<file path="src/rtl/controle_temporizador_pkg.sv">
// controle_temporizador_pkg
// Shared definitions for the round timer sequencer: state encoding, default
// widths and a helper that sizes the prescaler counter.
// No ports; imported by the interface, the prescaler and the top module.

package controle_temporizador_pkg;

    // Default counter data width; must match the external down counter.
    localparam int LARGURA_PADRAO  = 4;

    // Default number of clock cycles per counter decrement.
    localparam int PRESCALE_PADRAO = 1000;

    // Sequencer states. The numeric values are visible on db_estado, so
    // they are fixed explicitly rather than left to the tool.
    typedef enum logic [2:0] {
        OCIOSO   = 3'd0,
        CARREGA  = 3'd1,
        CONTA    = 3'd2,
        PAUSA    = 3'd3,
        ESGOTADO = 3'd4
    } estado_t;

    // Width of the prescaler counter. A prescale of 1 still needs one bit
    // so the counter register never collapses to zero width.
    function automatic int largura_prescaler(input int prescale);
        return (prescale > 1) ? $clog2(prescale) : 1;
    endfunction

endpackage

</file>
<file path="src/rtl/controle_temporizador_if.sv">
// controle_temporizador_if
// Control/data bundle between the sequencer and a 74163-style down counter.
// Ports (signals):
//   cnt_clr  active-low synchronous clear of the counter (clears to all ones)
//   cnt_ld   active-low synchronous load of cnt_d
//   cnt_ent  count enable T (also gates rco)
//   cnt_enp  count enable P
//   cnt_d    parallel load value
//   cnt_q    counter output
//   cnt_rco  ripple carry out: cnt_ent && cnt_q == 0
// Modports: master = sequencer side, slave = counter side.

interface controle_temporizador_if
    import controle_temporizador_pkg::*;
#(
    parameter int LARGURA = LARGURA_PADRAO
);

    logic               cnt_clr;
    logic               cnt_ld;
    logic               cnt_ent;
    logic               cnt_enp;
    logic [LARGURA-1:0] cnt_d;
    logic [LARGURA-1:0] cnt_q;
    logic               cnt_rco;

    modport master (
        output cnt_clr,
        output cnt_ld,
        output cnt_ent,
        output cnt_enp,
        output cnt_d,
        input  cnt_q,
        input  cnt_rco
    );

    modport slave (
        input  cnt_clr,
        input  cnt_ld,
        input  cnt_ent,
        input  cnt_enp,
        input  cnt_d,
        output cnt_q,
        output cnt_rco
    );

endinterface

</file>
<file path="src/rtl/controle_temporizador_gerador_tick.sv">
// controle_temporizador_gerador_tick
// Prescaler for the round timer: counts 0..PRESCALE-1 while 'conta' is high
// and raises 'tick' during the last cycle of each period.
// Ports:
//   clock  in   system clock
//   clr    in   asynchronous active-low reset (count back to 0)
//   zera   in   synchronous clear of the count (has priority over conta)
//   conta  in   advance the count this cycle; when low the count is frozen
//   tick   out  conta && count == PRESCALE-1

module controle_temporizador_gerador_tick
    import controle_temporizador_pkg::*;
#(
    parameter int PRESCALE = PRESCALE_PADRAO
)(
    input  logic clock,
    input  logic clr,
    input  logic zera,
    input  logic conta,
    output logic tick
);

    localparam int            PW     = largura_prescaler(PRESCALE);
    localparam logic [PW-1:0] ULTIMO = PW'(PRESCALE - 1);

    logic [PW-1:0] contagem;

    // Tick is only meaningful while counting, so it is gated by conta; a
    // frozen prescaler sitting on its last value must not keep ticking.
    assign tick = conta && (contagem == ULTIMO);

    // Period counter. Wrapping explicitly at ULTIMO keeps non-power-of-two
    // prescales exact.
    always_ff @(posedge clock or negedge clr) begin
        if (!clr) begin
            contagem <= '0;
        end else if (zera) begin
            contagem <= '0;
        end else if (conta) begin
            if (contagem == ULTIMO) begin
                contagem <= '0;
            end else begin
                contagem <= contagem + 1'b1;
            end
        end
    end

endmodule

</file>
<file path="src/rtl/controle_temporizador.sv">
// controle_temporizador
// Sequencer sitting in front of a 4-bit 74163-style down counter. Loads a
// per-round limit, lets the counter decrement once per prescaled tick and
// pulses timeout when the count reaches zero.
// Ports:
//   clock      in   system clock, rising edge
//   clr        in   asynchronous active-low reset
//   iniciar    in   start/restart request (captures limite)
//   parar      in   abort request, highest priority
//   pausar     in   level, freezes the countdown while high
//   limite     in   initial count for the round
//   cnt        if   master side of the counter bundle (clr/ld/ent/enp/d, q/rco)
//   timeout    out  one-cycle pulse when the countdown expires
//   ativo      out  high while loading, counting or paused
//   restante   out  counter value while ativo, else 0
//   db_estado  out  current state encoding

module controle_temporizador
    import controle_temporizador_pkg::*;
#(
    parameter int PRESCALE = PRESCALE_PADRAO,
    parameter int LARGURA  = LARGURA_PADRAO
)(
    input  logic                    clock,
    input  logic                    clr,
    input  logic                    iniciar,
    input  logic                    parar,
    input  logic                    pausar,
    input  logic [LARGURA-1:0]      limite,
    controle_temporizador_if.master cnt,
    output logic                    timeout,
    output logic                    ativo,
    output logic [LARGURA-1:0]      restante,
    output logic [2:0]              db_estado
);

    estado_t            estado;
    estado_t            proximo;
    logic               captura;
    logic [LARGURA-1:0] limite_reg;
    logic               tick;
    logic               zera_pre;
    logic               conta_pre;

    // The prescaler restarts at every load and only runs in CONTA, so a
    // pause resumes the period exactly where it stopped.
    assign zera_pre  = (estado == CARREGA);
    assign conta_pre = (estado == CONTA);

    controle_temporizador_gerador_tick #(
        .PRESCALE (PRESCALE)
    ) u_gerador_tick (
        .clock (clock),
        .clr   (clr),
        .zera  (zera_pre),
        .conta (conta_pre),
        .tick  (tick)
    );

    // State register.
    always_ff @(posedge clock or negedge clr) begin
        if (!clr) begin
            estado <= OCIOSO;
        end else begin
            estado <= proximo;
        end
    end

    // Limit captured on every accepted start so a restart mid-round picks
    // up the new value; the counter loads it one cycle later in CARREGA.
    always_ff @(posedge clock or negedge clr) begin
        if (!clr) begin
            limite_reg <= '0;
        end else if (captura) begin
            limite_reg <= limite;
        end
    end

    // Next-state logic. The per-state transitions are evaluated first and
    // then overridden by iniciar and finally by parar, which gives the
    // priority parar > iniciar > pausar/rco. Within CONTA an expired count
    // wins over a pause request so a round at zero always ends.
    always_comb begin
        proximo = estado;
        captura = 1'b0;

        case (estado)
            OCIOSO:   proximo = OCIOSO;
            CARREGA:  proximo = CONTA;
            CONTA: begin
                if (cnt.cnt_rco) begin
                    proximo = ESGOTADO;
                end else if (pausar) begin
                    proximo = PAUSA;
                end
            end
            PAUSA: begin
                if (!pausar) begin
                    proximo = CONTA;
                end
            end
            ESGOTADO: proximo = OCIOSO;
            default:  proximo = OCIOSO;
        endcase

        if (iniciar && (estado inside {OCIOSO, CARREGA, CONTA, PAUSA, ESGOTADO})) begin
            proximo = CARREGA;
            captura = 1'b1;
        end

        if (parar) begin
            proximo = OCIOSO;
            captura = 1'b0;
        end
    end

    // Counter control and status outputs. Everything is decoded from the
    // state except cnt_enp, which also needs the tick and rco: enabling P
    // only when rco is low stops the counter from wrapping past zero, and a
    // tick that coincides with rco is simply dropped.
    always_comb begin
        cnt.cnt_clr = 1'b1;
        cnt.cnt_ld  = 1'b1;
        cnt.cnt_ent = 1'b0;
        cnt.cnt_enp = 1'b0;
        timeout     = 1'b0;
        ativo       = 1'b0;

        case (estado)
            OCIOSO: begin
                cnt.cnt_clr = 1'b0;
            end
            CARREGA: begin
                cnt.cnt_ld = 1'b0;
                ativo      = 1'b1;
            end
            CONTA: begin
                cnt.cnt_ent = 1'b1;
                cnt.cnt_enp = tick && !cnt.cnt_rco;
                ativo       = 1'b1;
            end
            PAUSA: begin
                ativo = 1'b1;
            end
            ESGOTADO: begin
                timeout = 1'b1;
            end
            default: begin
                cnt.cnt_clr = 1'b1;
            end
        endcase
    end

    assign cnt.cnt_d = limite_reg;
    assign restante  = ativo ? cnt.cnt_q : '0;
    assign db_estado = estado;

endmodule

</file>
<file path="src/flat_wrapper.sv">
// flat-port wrapper written by rule: the top's interface ports become plain ports
module controle_temporizador_flat import controle_temporizador_pkg::*;
#(
    parameter int PRESCALE = PRESCALE_PADRAO,
    parameter int LARGURA  = LARGURA_PADRAO
)
  (clock, clr, iniciar, parar, pausar, limite, timeout, ativo, restante, db_estado, cnt_cnt_clr, cnt_cnt_ld, cnt_cnt_ent, cnt_cnt_enp, cnt_cnt_d, cnt_cnt_q, cnt_cnt_rco);
  controle_temporizador_if #(.LARGURA(LARGURA)) cnt_i ();
  input  logic clock;
  input  logic clr;
  input  logic iniciar;
  input  logic parar;
  input  logic pausar;
  input  logic [LARGURA-1:0] limite;
  output logic timeout;
  output logic ativo;
  output logic [LARGURA-1:0] restante;
  output logic [2:0] db_estado;
  output wire logic [$bits(cnt_i.cnt_clr)-1:0] cnt_cnt_clr;
  output wire logic [$bits(cnt_i.cnt_ld)-1:0] cnt_cnt_ld;
  output wire logic [$bits(cnt_i.cnt_ent)-1:0] cnt_cnt_ent;
  output wire logic [$bits(cnt_i.cnt_enp)-1:0] cnt_cnt_enp;
  output wire logic [$bits(cnt_i.cnt_d)-1:0] cnt_cnt_d;
  input wire logic [$bits(cnt_i.cnt_q)-1:0] cnt_cnt_q;
  input wire logic [$bits(cnt_i.cnt_rco)-1:0] cnt_cnt_rco;
  assign cnt_cnt_clr = cnt_i.cnt_clr;
  assign cnt_cnt_ld = cnt_i.cnt_ld;
  assign cnt_cnt_ent = cnt_i.cnt_ent;
  assign cnt_cnt_enp = cnt_i.cnt_enp;
  assign cnt_cnt_d = cnt_i.cnt_d;
  assign cnt_i.cnt_q = cnt_cnt_q;
  assign cnt_i.cnt_rco = cnt_cnt_rco;
  controle_temporizador #(.PRESCALE(PRESCALE), .LARGURA(LARGURA)) u_core (.clock(clock), .clr(clr), .iniciar(iniciar), .parar(parar), .pausar(pausar), .limite(limite), .cnt(cnt_i), .timeout(timeout), .ativo(ativo), .restante(restante), .db_estado(db_estado));
endmodule
</file>
<file path="config.mk">
export PLATFORM = sky130hd
export DESIGN_NAME = controle_temporizador_flat
export DESIGN_NICKNAME = d
export VERILOG_FILES = /design/src/rtl/controle_temporizador_pkg.sv /design/src/rtl/controle_temporizador_if.sv /design/src/rtl/controle_temporizador_gerador_tick.sv /design/src/rtl/controle_temporizador.sv /design/src/flat_wrapper.sv
export SDC_FILE = /design/constraint.sdc
export NUM_CORES = 1
export LEC_CHECK = 0
export BUFFER_PORTS_ARGS = -buffer_cell sky130_fd_sc_hd__buf_4
export CAP_MARGIN = 20
export CORE_MARGIN = 4
export CORE_UTILIZATION = 48
export DETAILED_ROUTE_END_ITERATION = 8
export PLACE_DENSITY = 0.79
export REMOVE_ABC_BUFFERS = 1
export SLEW_MARGIN = 20
export SYNTH_ARGS = -nofsm -noshare
export SYNTH_HDL_FRONTEND = slang
export SYNTH_SLANG_ARGS = --single-unit
export TNS_END_PERCENT = 5
</file>
<file path="constraint.sdc">
create_clock -name clock -period 2.15 [get_ports clock]
set_clock_uncertainty 0.1 [all_clocks]
set_input_delay 0.215 -clock clock [delete_from_list [all_inputs] [get_ports clock]]
set_output_delay 0.215 -clock clock [all_outputs]
set_load 0.005 [all_outputs]
</file>
==> flow_metrics.tcl <==
set metrics [dict create \
    worst_pin_slew_ns 0.3765 \
    worst_slack_ns 0.02999 \
    crit_type "reg -> out" \
    pre_cts_slack_ns 0.3077 \
    fin_crit_sh_pct 98.60 \
    tritoncts "done" \
    drtAntennaViolNets 0 \
    slew_viol_final 0 \
    cts_root_buffer "clkbuf_4" \
    nets 149 \
    synth_seq_cells 17 \
    ys_seq_area_share_pct 45.64 \
    postCtsSetupBuffers 0 \
    fmax_mhz 471.7 \
    drive_gt1_share_pct 35.34 \
    initial_core_util_pct 52.28 \
    synth_cell_types 30 \
    endpoint_kind "output pin" \
    postSynthCellCount 97 \
    final_util_pct 69.26 \
    cts_sinks 17 \
    cp.arrival_ns 1.81 \
    num_vias 839 \
    whs_ns 0.01944 \
    gr-usage-all-layers_pct 18.42 \
    clockBufferDepth 2 \
    grt_max_degree 18 \
    clkTransAtPathRegs_ns 0.10 \
    core_um2 1783 \
    critPathMaxFanout 4 \
    path_cells "or3b_4 -> or4_4 -> nor2_2 -> buf_4" \
    numPortBuffers 30 \
    synthTopCellsByArea "dfrtp_1 46%, xnor2_1 5.6%, mux2_2 4.8%" \
    power_density_nw_per_um2 521.0 \
    cts_buffers 3 \
    crit_slowest_cell "or4_4" \
    h-tree-depth 1 \
    drtIter0Drc 30 \
    slew_headroom_pct 74.67 \
    synth.top_cell.area_share_pct 45.64 \
    viasPerCell 5.310 \
    outcome "complete, no violations" \
    dp_hpwl_mm 1.711 \
    required_ns 1.84 \
    wl_mm 2.235 \
    die_x_um 52.07 \
    routedWlPerCell_um 14.15 \
    min_period_ns 2.120 \
    rsz0062_at_grt "true" \
    syn_avg_cell_area_um2 9.610 \
    firstDrtPassIters 4 \
    grt_overflow 0 \
    hold_viol_final 0 \
    floorplan.die_area_um2 2711 \
    num_antenna_cells 0 \
    grt_pass1_vias 821 \
    place_congestion 0.8882 \
    hold_class "in -> reg" \
    syn_to_final_growth_pct 32.48 \
    start_kind "flip-flop" \
    drc 0 \
    rows 15 \
    antenna_found_initial 0 \
    synth_area_leader_cell "dfrtp_1" \
    ir_drop_mv 0.3836 \
    grt_pass1_wl_mm 3.677 \
    critPathMaxStageDelay_ns 0.52 \
    power_leakage_nw 0.5607 \
    maxCapViolations 0 \
    ioPinCount 31 \
    die_y_um 52.07 \
    syn-cell-area_um2 932.1 \
    ys_warn_count 0 \
    clk_latency_ns 0.29 \
    setup_viol 0 \
]
repair_timing:
action / CTS / global route
endpoints found under the hold margin: 20 / 0
setup endpoints to repair: 1 / 1
hold buffers: 2 / 0
gates resized for setup: 0 / 1
pin swaps: 1 / 0
logic make-up after synthesis:
logic type	Yosys count	share of synthesized area (%)
AOI/OAI and AO/OA	14	8.860
and+or+nand+nor	49	29.13
adders and majority gates	1	1.342
DFF	17	45.64
xor gates and xnor gates	7	6.577
buffers and inverters	5	3.624
muxes	4	4.832
synth_stat cells:
cell      instances
a21oi_1           4
a22o_1            1
a31oi_1           1
and2_1            5
buf_6             2
clkbuf_1          1
dfrtp_1          17
ha_1              1
inv_1             2
mux2_2            4
nand2_1          11
nand2_4           1
nand2b_1          1
nand3_1           4
nand3b_1          2
nand4_1           1
nand4b_1          1
nor2_1            8
nor2b_1           1
nor3_1            2
nor4_1            6
o21ai_0           6
o311ai_0          1
o31a_1            1
or2_2             2
or3_1             2
or3b_4            1
or4_4             1
xnor2_1           6
xor2_1            1
power by group:
part | internal [W] | leakage [nW] | switching [W]
Clock | 0.0000691 | 0.0177 | 0.0000986
Sequential | 0.000336 | 0.226 | 0.00000880
Combinational | 0.0000740 | 0.317 | 0.0000568
final cells by class:
cell class                      instances  area (um^2)
Multi-Input combinational cell         75        475.5
Fill cell                             145        548.0
Tap cell                               25        31.28
Clock buffer                            3        22.52
Inverter                                2        7.507
Sequential cell                        17        425.4
Clock inverter                          1        5.005
Timing Repair Buffer                   35        267.8
state kept, by name, indices dropped and copies added (netlist names):
name                            count
u_core.db_estado                    3
u_core.u_gerador_tick.contagem     10
u_core.cnt.cnt_d                    4
layout by cell type, fill, tap and decap left out, types with 2 or more instances in the layout:
cell and count:
inv_1 2, nor2_1 7, or3_1 2, or2_2 2
buf_4 33, dlygate4sd3_1 2, dfrtp_1 17, nand2_1 11
xnor2_1 6, nor3_1 2, nand3b_1 2, a21oi_1 4
and2_1 5, o21ai_0 6, clkbuf_4 3, nand3_1 4
nor4_1 6, mux2_2 4
worst max-delay path, delay by kind of cell (launching register included):
kind          cells  cell delay [ns]
flops             1             0.39
simple gates      3             1.02
buf+inv           1             0.11
path summary, 6_finish.rpt:
check                               startpoint                                end  slack [ns]  cells after the start
max reg2reg                u_core.db_estado[0]  u_core.u_gerador_tick.contagem[3]        0.46                      4
min                                    iniciar                u_core.db_estado[2]        0.02                      2
min reg2reg                u_core.cnt.cnt_d[0]                u_core.cnt.cnt_d[0]        0.41                      1
max in group asynchronous                  clr  u_core.u_gerador_tick.contagem[9]        1.55                      2
min in group asynchronous                  clr  u_core.u_gerador_tick.contagem[5]        0.21                      2
max                        u_core.db_estado[0]                        cnt_cnt_enp        0.03                      4
metrics by stage:
step	setup TNS [ns]	power (W)	std cells	area, um^2
6_report	0	0.0006434	158	1235
5_1_grt	-0.04801	0.0006823	158	1235
4_1_cts	0	0.0006528	158	1232
3_5_place_dp	0	0.0004801	152	1185
3_3_place_gp	0	0.0004750	152	1185
2_1_floorplan	0	0.0004013	94	905.9
metal layers:
layer / GRT usage [%] / up-vias / part of all wire (%)
li1: - / 412 / -
met1: 23.40 / 387 / 42
met2: 30.54 / 38 / 49
met3: 4.011 / 2 / 8.1
met4: 6.550 / 0 / 0.76
met5: 0 / - / 0
Power figures use the tool's default switching activity.
